<file path="src/rtl/mult_bcd_scheduler_pkg.sv">
// Shared types and sizing helpers for the multiply/BCD scheduler.
package mult_bcd_sched_pkg;

    typedef enum logic [1:0] {
        IDLE,
        MUL,
        BCD,
        RESP
    } state_t;

    localparam int unsigned N_DEF      = 8;
    localparam int unsigned MUL_CYCLES = N_DEF;
    localparam int unsigned BCD_CYCLES = 2 * N_DEF;

    // One multiplier bit is consumed per MUL cycle.
    function automatic int unsigned mul_cycles(input int unsigned n);
        return n;
    endfunction

    // One product bit is shifted into the BCD register per BCD cycle.
    function automatic int unsigned bcd_cycles(input int unsigned n);
        return 2 * n;
    endfunction

    // Smallest digit count d with 10^d > (2^n - 1)^2 (valid for n <= 31).
    function automatic int unsigned digits_required(input int unsigned n);
        longint unsigned maxp;
        longint unsigned lim;
        int unsigned     d;
        maxp = ((64'd1 << n) - 64'd1) * ((64'd1 << n) - 64'd1);
        lim  = 64'd1;
        d    = 0;
        while (lim <= maxp) begin
            lim = lim * 64'd10;
            d   = d + 1;
        end
        return d;
    endfunction

endpackage

</file>
<file path="src/rtl/mult_bcd_scheduler_if.sv">
// Requester/consumer bus of the multiply/BCD scheduler.
interface mult_bcd_scheduler_if #(
    parameter int unsigned N      = 8,
    parameter int unsigned NREQ   = 4,
    parameter int unsigned IDW    = (NREQ > 1) ? $clog2(NREQ) : 1,
    parameter int unsigned DIGITS = 5
);
    logic [NREQ-1:0]     req_valid;
    logic [NREQ-1:0]     req_ready;
    logic [NREQ*N-1:0]   req_a;
    logic [NREQ*N-1:0]   req_b;
    logic                resp_valid;
    logic                resp_ready;
    logic [IDW-1:0]      resp_id;
    logic [2*N-1:0]      resp_product;
    logic [4*DIGITS-1:0] resp_bcd;
    logic                busy;

    modport master (
        output req_valid, req_a, req_b, resp_ready,
        input  req_ready, resp_valid, resp_id, resp_product, resp_bcd, busy
    );

    modport slave (
        input  req_valid, req_a, req_b, resp_ready,
        output req_ready, resp_valid, resp_id, resp_product, resp_bcd, busy
    );
endinterface

</file>
<file path="src/rtl/mult_bcd_scheduler_core.sv">
// Shift-add multiplier followed by a double-dabble binary-to-BCD converter.
module mult_bcd_core #(
    parameter int unsigned N      = 8,
    parameter int unsigned DIGITS = 5
) (
    input  logic                clk,
    input  logic                reset,
    input  logic                start,
    input  logic                step_mul,
    input  logic                step_bcd,
    input  logic [N-1:0]        a,
    input  logic [N-1:0]        b,
    output logic [2*N-1:0]      product,
    output logic [4*DIGITS-1:0] bcd
);

    logic [2*N-1:0]      acc_q;
    logic [2*N-1:0]      mcand_q;
    logic [N-1:0]        mplier_q;
    logic [2*N-1:0]      bin_q;
    logic [4*DIGITS-1:0] bcd_q;

    logic [2*N-1:0]      acc_add;
    logic [4*DIGITS-1:0] bcd_adj;

    // Partial-product accumulate and per-digit add-3 correction.
    always_comb begin
        logic [3:0] dig;
        dig     = '0;
        acc_add = mplier_q[0] ? (acc_q + mcand_q) : acc_q;
        bcd_adj = '0;
        for (int unsigned d = 0; d < DIGITS; d++) begin
            dig = bcd_q[4*d +: 4];
            bcd_adj[4*d +: 4] = (dig >= 4'd5) ? 4'(dig + 4'd3) : dig;
        end
    end

    // Datapath registers; bin_q mirrors the accumulator during MUL so the
    // BCD phase can shift it out while acc_q keeps the product intact.
    always_ff @(posedge clk or posedge reset) begin
        if (reset) begin
            acc_q    <= '0;
            mcand_q  <= '0;
            mplier_q <= '0;
            bin_q    <= '0;
            bcd_q    <= '0;
        end else if (start) begin
            acc_q    <= '0;
            mcand_q  <= {{N{1'b0}}, a};
            mplier_q <= b;
            bin_q    <= '0;
            bcd_q    <= '0;
        end else if (step_mul) begin
            acc_q    <= acc_add;
            mcand_q  <= mcand_q << 1;
            mplier_q <= mplier_q >> 1;
            bin_q    <= acc_add;
        end else if (step_bcd) begin
            bcd_q    <= {bcd_adj[4*DIGITS-2:0], bin_q[2*N-1]};
            bin_q    <= bin_q << 1;
        end
    end

    assign product = acc_q;
    assign bcd     = bcd_q;

endmodule

</file>
<file path="src/rtl/mult_bcd_scheduler.sv">
// Round-robin scheduler sharing one multiply/BCD core among NREQ requesters.
module mult_bcd_scheduler
    import mult_bcd_sched_pkg::*;
#(
    parameter int unsigned N      = 8,
    parameter int unsigned NREQ   = 4,
    parameter int unsigned IDW    = (NREQ > 1) ? $clog2(NREQ) : 1,
    parameter int unsigned DIGITS = digits_required(N)
) (
    input  logic                 clk,
    input  logic                 reset,
    mult_bcd_scheduler_if.slave  bus
);

    localparam int unsigned MUL_CNT = mul_cycles(N);
    localparam int unsigned BCD_CNT = bcd_cycles(N);
    localparam int unsigned CNTW    = $clog2(BCD_CNT + 1);

    state_t          state_q, state_d;
    logic [IDW-1:0]  rr_ptr_q, rr_ptr_d;
    logic [CNTW-1:0] cnt_q, cnt_d;
    logic [IDW-1:0]  id_q, id_d;

    logic            win_found;
    logic [IDW-1:0]  win_idx;
    logic [N-1:0]    sel_a, sel_b;
    logic [NREQ-1:0] ready_d;
    logic            start, step_mul, step_bcd;

    // Circular search for the first valid requester starting at rr_ptr.
    always_comb begin
        int unsigned idx;
        idx       = 0;
        win_found = 1'b0;
        win_idx   = '0;
        for (int unsigned k = 0; k < NREQ; k++) begin
            idx = (32'(rr_ptr_q) + k) % NREQ;
            if (!win_found && bus.req_valid[idx]) begin
                win_found = 1'b1;
                win_idx   = IDW'(idx);
            end
        end
        sel_a = bus.req_a[32'(win_idx)*N +: N];
        sel_b = bus.req_b[32'(win_idx)*N +: N];
    end

    // Next-state, grant and core control.
    always_comb begin
        state_d  = state_q;
        rr_ptr_d = rr_ptr_q;
        cnt_d    = cnt_q;
        id_d     = id_q;
        ready_d  = '0;
        start    = 1'b0;
        step_mul = 1'b0;
        step_bcd = 1'b0;
        unique case (state_q)
            IDLE: begin
                if (win_found) begin
                    ready_d  = NREQ'(1) << win_idx;
                    start    = 1'b1;
                    id_d     = win_idx;
                    rr_ptr_d = IDW'((32'(win_idx) + 1) % NREQ);
                    cnt_d    = '0;
                    state_d  = MUL;
                end
            end
            MUL: begin
                step_mul = 1'b1;
                if (cnt_q == CNTW'(MUL_CNT - 1)) begin
                    cnt_d   = '0;
                    state_d = BCD;
                end else begin
                    cnt_d = cnt_q + 1'b1;
                end
            end
            BCD: begin
                step_bcd = 1'b1;
                if (cnt_q == CNTW'(BCD_CNT - 1)) begin
                    cnt_d   = '0;
                    state_d = RESP;
                end else begin
                    cnt_d = cnt_q + 1'b1;
                end
            end
            RESP: begin
                if (bus.resp_ready) begin
                    state_d = IDLE;
                end
            end
            default: state_d = IDLE;
        endcase
    end

    // State, round-robin pointer, phase counter and owner ID.
    always_ff @(posedge clk or posedge reset) begin
        if (reset) begin
            state_q  <= IDLE;
            rr_ptr_q <= '0;
            cnt_q    <= '0;
            id_q     <= '0;
        end else begin
            state_q  <= state_d;
            rr_ptr_q <= rr_ptr_d;
            cnt_q    <= cnt_d;
            id_q     <= id_d;
        end
    end

    mult_bcd_core #(
        .N      (N),
        .DIGITS (DIGITS)
    ) u_core (
        .clk      (clk),
        .reset    (reset),
        .start    (start),
        .step_mul (step_mul),
        .step_bcd (step_bcd),
        .a        (sel_a),
        .b        (sel_b),
        .product  (bus.resp_product),
        .bcd      (bus.resp_bcd)
    );

    assign bus.req_ready  = ready_d;
    assign bus.resp_valid = (state_q == RESP);
    assign bus.resp_id    = id_q;
    assign bus.busy       = (state_q != IDLE);

endmodule
</file>
<file path="src/flat_wrapper.sv">
// flat-port wrapper written by rule: the top's interface ports become plain ports
module mult_bcd_scheduler_flat import mult_bcd_sched_pkg::*;
#(
    parameter int unsigned N      = 8,
    parameter int unsigned NREQ   = 4,
    parameter int unsigned IDW    = (NREQ > 1) ? $clog2(NREQ) : 1,
    parameter int unsigned DIGITS = digits_required(N)
)
  (clk, reset, bus_req_valid, bus_req_a, bus_req_b, bus_resp_ready, bus_req_ready, bus_resp_valid, bus_resp_id, bus_resp_product, bus_resp_bcd, bus_busy);
  mult_bcd_scheduler_if #(.N(N), .NREQ(NREQ), .IDW(IDW), .DIGITS(DIGITS)) bus_i ();
  input  logic clk;
  input  logic reset;
  input wire logic [$bits(bus_i.req_valid)-1:0] bus_req_valid;
  input wire logic [$bits(bus_i.req_a)-1:0] bus_req_a;
  input wire logic [$bits(bus_i.req_b)-1:0] bus_req_b;
  input wire logic [$bits(bus_i.resp_ready)-1:0] bus_resp_ready;
  output wire logic [$bits(bus_i.req_ready)-1:0] bus_req_ready;
  output wire logic [$bits(bus_i.resp_valid)-1:0] bus_resp_valid;
  output wire logic [$bits(bus_i.resp_id)-1:0] bus_resp_id;
  output wire logic [$bits(bus_i.resp_product)-1:0] bus_resp_product;
  output wire logic [$bits(bus_i.resp_bcd)-1:0] bus_resp_bcd;
  output wire logic [$bits(bus_i.busy)-1:0] bus_busy;
  assign bus_i.req_valid = bus_req_valid;
  assign bus_i.req_a = bus_req_a;
  assign bus_i.req_b = bus_req_b;
  assign bus_i.resp_ready = bus_resp_ready;
  assign bus_req_ready = bus_i.req_ready;
  assign bus_resp_valid = bus_i.resp_valid;
  assign bus_resp_id = bus_i.resp_id;
  assign bus_resp_product = bus_i.resp_product;
  assign bus_resp_bcd = bus_i.resp_bcd;
  assign bus_busy = bus_i.busy;
  mult_bcd_scheduler #(.N(N), .NREQ(NREQ), .IDW(IDW), .DIGITS(DIGITS)) u_core (.clk(clk), .reset(reset), .bus(bus_i));
endmodule
</file>
<file path="config.mk">
export PLATFORM = sky130hd
export DESIGN_NAME = mult_bcd_scheduler_flat
export DESIGN_NICKNAME = d
export VERILOG_FILES = /design/src/rtl/mult_bcd_scheduler_pkg.sv /design/src/rtl/mult_bcd_scheduler_if.sv /design/src/rtl/mult_bcd_scheduler_core.sv /design/src/rtl/mult_bcd_scheduler.sv /design/src/flat_wrapper.sv
export SDC_FILE = /design/constraint.sdc
export NUM_CORES = 1
export LEC_CHECK = 0
export ABC_AREA = 1
export BUFFER_PORTS_ARGS = -buffer_cell sky130_fd_sc_hd__buf_4
export CAP_MARGIN = 20
export CORE_MARGIN = 3
export CORE_UTILIZATION = 45
export DETAILED_ROUTE_END_ITERATION = 8
export GPL_TIMING_DRIVEN = 0
export PLACE_DENSITY = 0.71
export SYNTH_ARGS = -nofsm -noshare
export SYNTH_HDL_FRONTEND = slang
export SYNTH_SLANG_ARGS = --single-unit
</file>
<file path="constraint.sdc">
create_clock -name clk -period 7.7 [get_ports clk]
set_input_delay 1.155 -clock clk [delete_from_list [all_inputs] [get_ports clk]]
set_output_delay 1.155 -clock clk [all_outputs]
set_load 0.1 [all_outputs]
</file>
* After elaboration in Yosys (flattened, before gate mapping) *
Cells that the tools add are included.

operators by class
  magnitude comparators = 9
  add/sub/neg operators = 11
  shift-type cells = 3
  multiplexer cells = 49
  reduce and logical (&&, ||, !) cells = 16
  equality and inequality tests = 10

operators with widths
  kind                 number
  $mux 16              8
  $shiftx 32x6->8      2
  $mux 20              3
  $mux 4               6
  $ge 4x3->1 const B   5
  $add 16x16->16       1
  $add 4x2->4 const B  4
  $mux 2               8
  $mux 8               2
  $mux 5               3
  $pmux 5 s3           1
  $lt 2x3->1 const B   4
  $mux 1               12
  $bmux 1 s2           4
  $ne 2x1->1 const B   4
  $pmux 2 s4           1
  $reduce_and 2->1     3
  $reduce_bool 2->1    3
  $reduce_bool 3->1    2
  $add 5x1->5 const B  1
  $eq 5x3->1 const B   1
  $eq 5x4->1 const B   1
  $add 2x1->2 const B  2
  $add 2x2->2 const B  2
  10 further kinds     15

storage, ports and cells
  bits in registers = 87
  input bits = 71
  output and inout port bits = 44

* Logic depth before layout (Yosys ltp) *
  depth in word-level cells = 16
  depth in mapped cells = 17
  gate-level depth less buffers = 15

* Modules after synthesis *
From an unflattened synthesis, not the netlist that was laid out.

unflattened totals
  cells, all modules = 940
  area total of the unflattened synthesis = 6477.5 um^2

by module, submodules not included
  module              sequential area each (um^2)  times used  area an instance (um^2)  cells each
  mult_bcd_core       1901.8                       1           4589.4                   599
  mult_bcd_scheduler  275.3                        1           1888.1                   341

* Least setup slack after synthesis *
No wires, ideal clock.

  kind = input -> output
  start = input bus_req_valid[3]
  end = output bus_req_ready[3]
  arrival = 3.567 ns
  required time = 6.545 ns
  cell stages on the path = 13
  buffers on the path = 1
  slack = 2.978 ns
  cells stage by stage = inv_1 nand2_1 nand3_1 nand2_2 nor2_4 nand3_1 nand3_1 nand2_1 buf_4 inv_2 ha_1 inv_1 nor2_1

between the ends
  cells in the longest elaborated chain, start to end = 15

RTL lines
  item                          RTL line                  RTL
  start: declaration            flat_wrapper.sv:13        input wire logic [$bits(bus_i.req_valid)-1:0] bus_req_valid;
  $bmux 1 s2                    mult_bcd_scheduler.sv:38  if (!win_found && bus.req_valid[idx]) begin
  $mux 1 (not written as such)  mult_bcd_scheduler.sv:38
  $mux 1                        mult_bcd_scheduler.sv:38
  $logic_not 1->1               mult_bcd_scheduler.sv:38
  $logic_and 1x1->1             mult_bcd_scheduler.sv:38
  $mux 1                        mult_bcd_scheduler.sv:38
  $logic_not 1->1               mult_bcd_scheduler.sv:38
  $logic_and 1x1->1             mult_bcd_scheduler.sv:38
  $mux 1                        mult_bcd_scheduler.sv:38
  $logic_not 1->1               mult_bcd_scheduler.sv:38
  $logic_and 1x1->1             mult_bcd_scheduler.sv:38
  $mux 2 *                      mult_bcd_scheduler.sv:38
  net u_core.win_idx[1]         mult_bcd_scheduler.sv:25  logic [IDW-1:0] win_idx;
  $shl 1x2->4 *                 mult_bcd_scheduler.sv:60  ready_d = NREQ'(1) << win_idx;
  $mux 4 *                      mult_bcd_scheduler.sv:59  if (win_found) begin
  $mux 4 *                      mult_bcd_scheduler.sv:57  unique case (state_q)
  end: declaration              flat_wrapper.sv:17        output wire logic [$bits(bus_i.req_ready)-1:0] bus_req_ready;

Mark *: on every way through the listed nets, which the timed path passes. The rest lies on a longest branch. The select of a mux whose other input is x is not followed.

* Final worst setup path *
  start = input bus_req_valid[1]
  end = output bus_req_ready[3]

The elaborated chain is that of the path after synthesis.

==> summary.txt <==
Outcome
  – Run status: complete, no violations

Clocking
  – CTS tree: built
  – CTS resizes: 0
  – Max Root-Sink Buffers: 2
  – Total CTS buffers: 9
  – Clk sinks: 87
  – # hold bufs at CTS: 0
  – CTS clk-pin slew, worst paths: 60 ps
  – Root buf cell: clkbuf_16
  – H-Tree Depth: 3
  – Skew-Pair Late Insertion Delay: 340 ps
  – Post-CTS setup buffer count: 0

Drt
  – DR iter-0 viols: 402
  – Post-DR wirelength/cell: 14.5 um
  – Detail Route Antenna Nets: 0
  – DRC Markers: 0
  – Drt first pass iters: 7
  – WL final: 16.8 mm
  – Vias per cell: 5.21
  – Vias: 6018

Final layout
  – Filler cells: 1241
  – P&R area growth vs syn: 23.0%
  – Share of layout cells above drive strength 1: 0.180
  – # diodes: 0
  – Final #Nets: 1086

Synth
  – Syn Std Cell Area: 0.00606 mm2
  – Post-synth top cells: nand2_1 (232), inv_1 (92), nand3_1 (88)
  – Main synth FF type: dfrtp_1
  – Post-synthesis cell count: 851
  – Unique masters post-synth: 39
  – Share of the synthesized area in the top cell type: 0.359
  – Number of synthesized flops with an enable pin: 0
  – Sequential area share after synthesis: 0.359
  – Top cell type by total area after synthesis: dfrtp_1
  – Yosys reg bits: 87
  – Top-count cell post-synth: nand2_1
  – Post-Syn Area per Cell: 7.12 um2
  – Syn Nets: 960
  – Synthesis Warnings: 0
  – Synth top area cells: dfrtp_1 (36%), nand2_1 (14%), ha_1 (7.6%)
  – Async SR Flop Fraction: 1.00

Die
  – Width of the die: 122 um
  – Top Ports: 115
  – Starting Density: 0.471
  – Core Area: 0.0129 mm2
  – Die area: 0.0149 mm2
  – Die height: 122 um
  – Rows: 41

Global route
  – Largest net degree at the start of global routing: 57
  – Final global-route overflow total: 0
  – Global Route Usage Sum: 0.239
  – Global-route wire length before repair: 28.4 mm
  – Initial antenna violation count: 0
  – Number of global-route vias before repair: 5762

Worst setup path
  – Worst path arrival time: 3050 ps
  – Endpoint class of the critical path: primary output
  – Startpoint class of the critical path: input port
  – Crit Path Max Fanout: 11
  – CP required: 6550 ps
  – WS Path Type: input port to primary output
  – Crit path cell chain: buf_4, inv_1, nand2_1, nand3_1, nand2_2, nor2_4, nand3_1, nand3_1, nand2_1, buf_4, inv_2, ha_1, inv_1, nor2_1, buf_4
  – CP peak stage delay: 300 ps
  – CP max-delay cell: buf_4
  – Crit path buf inv count: 6
  – Top delay family on crit path: buffers and inverters

Placement
  – Placer Congestion: 0.931
  – HPWL Detailed: 13.0 mm
  – Port buffer count: 114

STA
  – Fin crit share: 0.546
  – Final setup fails: 0
  – Fmax: 238 MHz
  – Fin crit period: 4210 ps
  – Pin slew with the least headroom to its limit: 680 ps
  – Slew headroom: 0.542
  – Setup TNS: 0 ps
  – Slew Viols, Final: 0
  – Final Hold Viols: 0
  – RSZ-0062 raised after global routing: no
  – Worst-case clock skew: 7.24 ps

Flow run
  – Max-cap check violation count: 0

Worst hold path
  – Hold WC Path Type: register to register
[cell families (layout without fill, tap and decap cells)]
family / count (synthesis) / after routing / share of synthesized area
flops: 87 / 87 / 0.359
compound gates: 179 / 179 / 0.164
xor+xnor: 15 / 15 / 0.0217
fa+ha+maj: 38 / 38 / 0.0797
simple gates: 397 / 397 / 0.279
buf+inv: 135 / 266 / 0.0960
[metal layers]
layer	GRT usage	vias up	share of wire	wire (um)
met5	0	-	0	0
met4	0.0882	0	0.025	418
met3	0.0344	28	0.065	1090
met2	0.372	212	0.44	7420
met1	0.339	2727	0.47	7850
li1	-	3051	-	-
[cells in the final DEF (no fill, tap or decap), types with 5 or more instances in the layout]
cell type,synthesis,layout
nand2_1,232,232
clkbuf_1,12,15
a21oi_1,55,55
nand3_1,88,88
clkbuf_16,0,9
xor2_1,11,11
inv_1,92,91
dfrtp_1,87,87
nand4_1,6,6
nand2_2,6,6
o211a_1,6,6
buf_6,5,5
o21ai_1,12,12
o22ai_1,13,13
ha_1,37,37
buf_4,6,120
inv_2,7,7
nor2_1,49,49
o21ai_0,76,76
buf_2,12,12
[layout make-up]
type,count,area [um2],area share
Timing Repair Buffer,115,883,0.119
Clock buffer,13,250,0.0336
Inverter,100,378,0.0507
Multi-Input combinational cell,629,3300,0.443
Sequential cell,87,2180,0.292
Tap cell,172,215,0.0289
Clock inverter,3,42.5,0.00571
Buffer,35,206,0.0277
[sequential cells by signal (all words and copies together), names as in the netlist]
signal                  flops
u_core.bus.resp_id          2
u_core.cnt_q                5
u_core.rr_ptr_q             2
u_core.state_q              2
u_core.u_core.bcd          20
u_core.u_core.bin_q        16
u_core.u_core.mcand_q      16
u_core.u_core.mplier_q      8
u_core.u_core.product      16
[final timing paths]
path	slack [ps]	cells past startpoint	from	endpoint
hold / removal	480	2	u_core.u_core.bin_q[3]	u_core.u_core.bin_q[3]
setup / recovery	3490	15	bus_req_valid[1]	bus_req_ready[3]
min in group asynchronous	820	2	reset	u_core.u_core.bin_q[7]
hold reg to reg	480	2	u_core.u_core.bin_q[3]	u_core.u_core.bin_q[3]
max in group asynchronous	6260	3	reset	u_core.u_core.mplier_q[6]
setup reg to reg	5060	12	u_core.u_core.product[0]	u_core.u_core.product[10]
[per-stage QoR]
step | instance area (um2) | utilization | worst slack, ps | hold WS (ps) | cells
detailed placement | 7160 | 0.556 | 3510 | 459 | 1138
CTS | 7450 | 0.579 | 3500 | 475 | 1154
global route | 7450 | 0.579 | 3300 | 512 | 1154
floorplan | 6060 | - | 2980 | 439 | 851
finish | 7450 | 0.579 | 3490 | 477 | 1154
global placement | 7130 | 0.554 | 3170 | 452 | 1137
[worst reg2reg max path, stage by stage (launching register included)]
cell,delay [ps]
dfrtp_1,410
ha_1,200
inv_1,60
fa_1,400
o21ai_0,580
nand3_1,140
nand2_1,160
nand2_1,60
nand2_1,90
nor2_1,50
o21ai_0,260
nand2_1,80
nor2_1,90
Power is not shown: default switching activity piles up to over one toggle a cycle in this logic, so the estimate is an artifact.
